File: src/rtl/kmer_extractor.sv
// rtl/kmer_extractor.sv - streams 2-bit bases into a K-base window and records every overlapping K-mer
// Presents all SEQ_LEN-K+1 K-mers as a stable packed block once the sequence is consumed.
module kmer_extractor #(
   parameter  int K         = 16,
   parameter  int SEQ_LEN   = 64,
   localparam int NUM_KMERS = SEQ_LEN - K + 1
) (
   input  logic                              clk,
   input  logic                              rstN,
   input  logic                              start,
   input  logic                              baseValid,
   input  logic [1:0]                        base,
   output logic                              baseReady,
   output logic [NUM_KMERS-1:0][2*K-1:0]     kmers,
   output logic                              kmersValid,
   output logic                              busy
);

   localparam int            CW         = $clog2(SEQ_LEN + 1);
   localparam logic [CW-1:0] FIRST_KMER = CW'(K - 1);
   localparam logic [CW-1:0] LAST_BASE  = CW'(SEQ_LEN - 1);

   typedef enum logic [1:0] {
      S_IDLE = 2'd0,
      S_LOAD = 2'd1,
      S_DONE = 2'd2
   } state_t;

   state_t                        r_state;
   state_t                        w_next;
   logic [2*K-1:0]                r_window;
   logic [2*K-1:0]                w_window_next;
   logic [CW-1:0]                 r_base_count;
   logic [CW-1:0]                 w_kmer_idx;
   logic [NUM_KMERS-1:0][2*K-1:0] r_kmers;
   logic                          w_accept;
   logic                          w_clear;
   logic                          w_write;

   always_comb begin
      w_next   = r_state;
      w_accept = 1'b0;
      w_clear  = 1'b0;
      case (r_state)
         S_IDLE: begin
            if (start) begin
               w_clear = 1'b1;
               w_next  = S_LOAD;
            end
         end
         S_LOAD: begin
            // start is deliberately ignored here; only bases advance the load
            if (baseValid) begin
               w_accept = 1'b1;
               if (r_base_count == LAST_BASE) begin
                  w_next = S_DONE;
               end
            end
         end
         S_DONE: begin
            if (start) begin
               w_clear = 1'b1;
               w_next  = S_LOAD;
            end
         end
         default: begin
            w_next = S_IDLE;
         end
      endcase
   end

   assign w_window_next = {r_window[2*K-3:0], base};
   assign w_kmer_idx    = r_base_count - FIRST_KMER;
   assign w_write       = w_accept && (r_base_count >= FIRST_KMER);

   always_ff @(posedge clk or negedge rstN) begin
      if (!rstN) begin
         r_state      <= S_IDLE;
         r_window     <= '0;
         r_base_count <= '0;
      end else begin
         r_state <= w_next;
         if (w_clear) begin
            r_window     <= '0;
            r_base_count <= '0;
         end else if (w_accept) begin
            r_window     <= w_window_next;
            r_base_count <= r_base_count + 1'b1;
         end
      end
   end

   // Index decode by comparison keeps every write provably inside the array
   always_ff @(posedge clk or negedge rstN) begin
      if (!rstN) begin
         r_kmers <= '0;
      end else if (w_clear) begin
         r_kmers <= '0;
      end else if (w_write) begin
         for (int i = 0; i < NUM_KMERS; i++) begin
            if (w_kmer_idx == CW'(i)) begin
               r_kmers[i] <= w_window_next;
            end
         end
      end
   end

   assign baseReady  = (r_state == S_LOAD);
   assign busy       = (r_state == S_LOAD);
   assign kmersValid = (r_state == S_DONE);
   assign kmers      = r_kmers;

endmodule

File: config.mk
export PLATFORM = sky130hd
export DESIGN_NAME = kmer_extractor
export DESIGN_NICKNAME = d
export VERILOG_FILES = /design/src/rtl/kmer_extractor.sv
export SDC_FILE = /design/constraint.sdc
export NUM_CORES = 2
export LEC_CHECK = 0
export ABC_AREA = 1
export BUFFER_PORTS_ARGS = -buffer_cell sky130_fd_sc_hd__clkbuf_2
export CORE_AREA = 2 2 605 607
export CTS_BUF_LIST = sky130_fd_sc_hd__clkbuf_4
export DETAILED_ROUTE_END_ITERATION = 6
export DIE_AREA = 0 0 607 609
export PLACE_DENSITY_LB_ADDON = 0.12
export SLEW_MARGIN = 20
export SYNTH_ARGS = -nofsm -noshare
export SYNTH_HDL_FRONTEND = slang
export SYNTH_SLANG_ARGS = --single-unit
File: constraint.sdc
create_clock -name clk -period 2.4 [get_ports clk]
set_input_delay 0.12 -clock clk [delete_from_list [all_inputs] [get_ports clk]]
set_output_delay 0.12 -clock clk [all_outputs]
set_load 0.05 [all_outputs]
==> impl_metrics.ini <==
[sta]
min_period_over_period_pct = 103
drv_slew = 0
setup_viol = 51
hold_violations = 0
finClkSkew_ns = 0.157
worstMarginPinSlew_ns = 0.885
fin_ws_ns = -0.0697
period_needed_ns = 2.47
relSlewSlack_pct = 41.0
clock.fmax_mhz = 405
rsz0062_at_grt = yes
hold-worst-slack_ns = 0.382

[power_and_ir_drop]
switchingPower_mw = 81.7
clock_power_share_pct = 18.0
p_leak_nw = 52.4
power_density_mw_per_mm2 = 1510
vdd_drop_max_mv = 0.782
pwr-share-seq_pct = 29.2
p_sw_share_pct = 54.6
power.internal_mw = 67.8
share_comb_of_total_power_pct = 52.7
finalPower_mw = 150

[placed_design]
dp_hpwl_um = 263000
place.gp.congestion = 0.807
numPortBuffers = 1576
placed_area_mm2 = 0.0819
dp_slack_ns = -0.624

[cells_and_area]
final_area_mm2 = 0.0990
area.growth.synth_to_final_pct = 52.9
drive_gt1_share_pct = 37.5
nFillCells = 39300
final_net_count = 9532

[critical_path]
endpoint_kind = flop
crit_required_ns = 3.64
critical-path-top-delay-family = simple AND/OR/NAND/NOR gates
crit_fanout = 8
start_kind = flop
max_stage_delay_ns = 0.41
crit_type = reg -> reg
cp_data_arrival_time_ns = 3.71
slowest_stage = dfrtp_1
cp_common_cell = buf_6
worstPathCellList = ha_4 -> nand3_4 -> nand2_4 -> nand2_4 -> buf_6 -> buf_6 -> nor2_4 -> buf_6 -> buf_12 -> nand3_4 -> nand2_8 -> nand2_8 -> clkbuf_16 -> nand2_2 -> nand2_1
critPathBufInv = 5

[grt]
groute.usage.overall_pct = 21.2
grt_max_degree = 87
antenna_found_initial = 36
grt_pass1_vias = 62100
grt_first_pass_wirelength_um = 546000
overflow = 0

[drt]
routed_via_density = 4.35
first_pass_iters = 6
wl_per_cell_um = 29.6
vias = 63900
routed_wl_um = 434000
drc = 0
ant_nets = 0
drtIter0Drc = 5355

[outcome]
failed_checks = setup timing
status = finished, violations left

[synth]
yosys_warnings = 0
ys_types = 25
syn_nets = 7350
mappedNetlistArea_mm2 = 0.0648
yosysSeqAreaShare_pct = 62.1
synth_seq_cells = 1607
syn_avg_cell_area_um2 = 8.83
synth_cells = 7340

[clock_network]
clk_latency_ns = 1.49
root_buffer = clkbuf_4
clk_path_buf_depth = 4
cts_tree = yes
cts.sinks = 1607
cts_htree_levels = 5
clk_pin_slew_worst_paths_ns = 0.06
cts_buffers = 485

[floorplan]
die_y_um = 609
die_w_um = 607
dieArea_mm2 = 0.370
start_util_pct = 17.8
rows = 222
core_mm2 = 0.364
io_pins = 1577

[min_path]
hold_path.class = in -> reg

[flow_run]
drv_cap = 0
==> what timing repair did <==
item | 4_1_cts | 5_1_grt
buffers inserted | 85 | 84
hold buffers | 13 | 0
setup endpoints to repair | 2293 | 1599
cloned | 36 | 144
pin swaps | 26 | 117
gates resized for setup | 495 | 887
hold endpoints to repair | 3060 | 0
==> cells by family (layout without fill, tap and decap cells) <==
| group | count (synthesis) | count (layout) | share of synthesized area [%] |
|---|---|---|---|
| compound gates | 41 | 41 | 0.324 |
| fa+ha+maj | 4 | 4 | 0.0773 |
| buf+inv | 708 | 3205 | 5.29 |
| flops | 1607 | 1607 | 62.1 |
| other cells | 0 | 20 | 0 |
| simple gates | 4980 | 4980 | 32.2 |
==> Yosys cell counts, drive strengths merged <==
| library cell | instances | area share, % |
|---|---|---|
| o21ai | 34 | 0.26 |
| nand2 | 3328 | 20 |
| nor4 | 1 | 0.0097 |
| a21oi | 4 | 0.031 |
| nand4 | 1 | 0.0097 |
| o22ai | 2 | 0.019 |
| nand3 | 1595 | 12 |
| dfrtp | 1607 | 62 |
| o21a | 1 | 0.012 |
| clkbuf | 238 | 1.4 |
| clkinv | 1 | 0.0058 |
| buf | 415 | 3.6 |
| inv | 54 | 0.31 |
| nor3 | 2 | 0.015 |
| nor2 | 53 | 0.35 |
| ha | 4 | 0.077 |
==> worst min-delay path, stage by stage <==
cell	delay, ns
dlygate4sd3_1	0.61
clkbuf_2	0.13
dlygate4sd3_1	0.57
nand2_1	0.10
inv_1	0.06
nand3_1	0.10
nand2_1	0.06
==> worst paths after layout <==
check / start / endpoint / slack [ns] / depth (start not counted)
max in group asynchronous: rstN / kmers[249]$_DFFE_PN0P_ / 0.82 / 7
worst max register to register: r_base_count[1]$_DFFE_PN0P_ / kmers[1001]$_DFFE_PN0P_ / -0.07 / 15
min in group asynchronous: rstN / kmers[1483]$_DFFE_PN0P_ / 0.47 / 5
worst min-delay path: baseValid / r_state[1]$_DFFE_PN0P_ / 0.38 / 7
worst min register to register: kmers[397]$_DFFE_PN0P_ / kmers[397]$_DFFE_PN0P_ / 0.47 / 2
worst max-delay path: r_base_count[1]$_DFFE_PN0P_ / kmers[1001]$_DFFE_PN0P_ / -0.07 / 15
==> layout by cell type (no fill, tap or decap), drive strengths merged <==
master / count
nand4: 1
nor3: 2
nor2: 53
dfrtp: 1607
nand2: 3328
diode: 20
clkinvlp: 5
o21a: 1
buf: 648
bufbuf: 1
inv: 64
a21oi: 4
ha: 4
bufinv: 4
o22ai: 2
nor4: 1
clkinv: 106
clkbuf: 2365
dlygate4sd3: 12
o21ai: 34
nand3: 1595
==> sequential cells by signal, indices dropped and copies added, names as in the netlist <==
signal / cells
r_window: 30
r_state: 2
kmers: 1568
r_base_count: 7
==> stage by stage <==
step / setup TNS [ns] / std cells / util [%]
2_1_floorplan: 0 / 7340 / -
3_3_place_gp: -134.35 / 13500 / 22.5
3_5_place_dp: -132.10 / 13500 / 22.5
4_1_cts: -87.84 / 14400 / 25.2
5_1_grt: -101.86 / 14700 / 27.2
6_report: -1.11 / 14700 / 27.2
==> power by group through the flow <==
stage	clock network, mW	registers [mW]	logic, mW
after floorplan	0	76.7	11.2
after global placement	0	43.1	71.8
after detailed placement	0	43.3	71.9
after CTS	28.0	43.1	75.0
after global routing	29.4	44.8	81.8
final	27.0	43.7	78.8
==> metal layers <==
layer  routed length [um]  vias up  track usage (%)
met3                31700      701             5.57
met1               174000    32400             25.4
met4                18500        6             8.18
li1                     -    28100                -
met2               210000     2619             35.9
met5                   39        -                0
==> cell type report <==
cell class	count	area, um2	share of cell area, %
diodes	20	50.0	0.0505
clock inverters	124	676	0.682
clock buffers	678	5090	5.14
repair buffers	2348	22100	22.3
flip-flops and latches	1607	40200	40.6
multi-input cells	5025	24700	24.9
well taps	4816	6030	6.08
inverters	55	234	0.236
No activity file was read; power rests on OpenSTA's default activity.
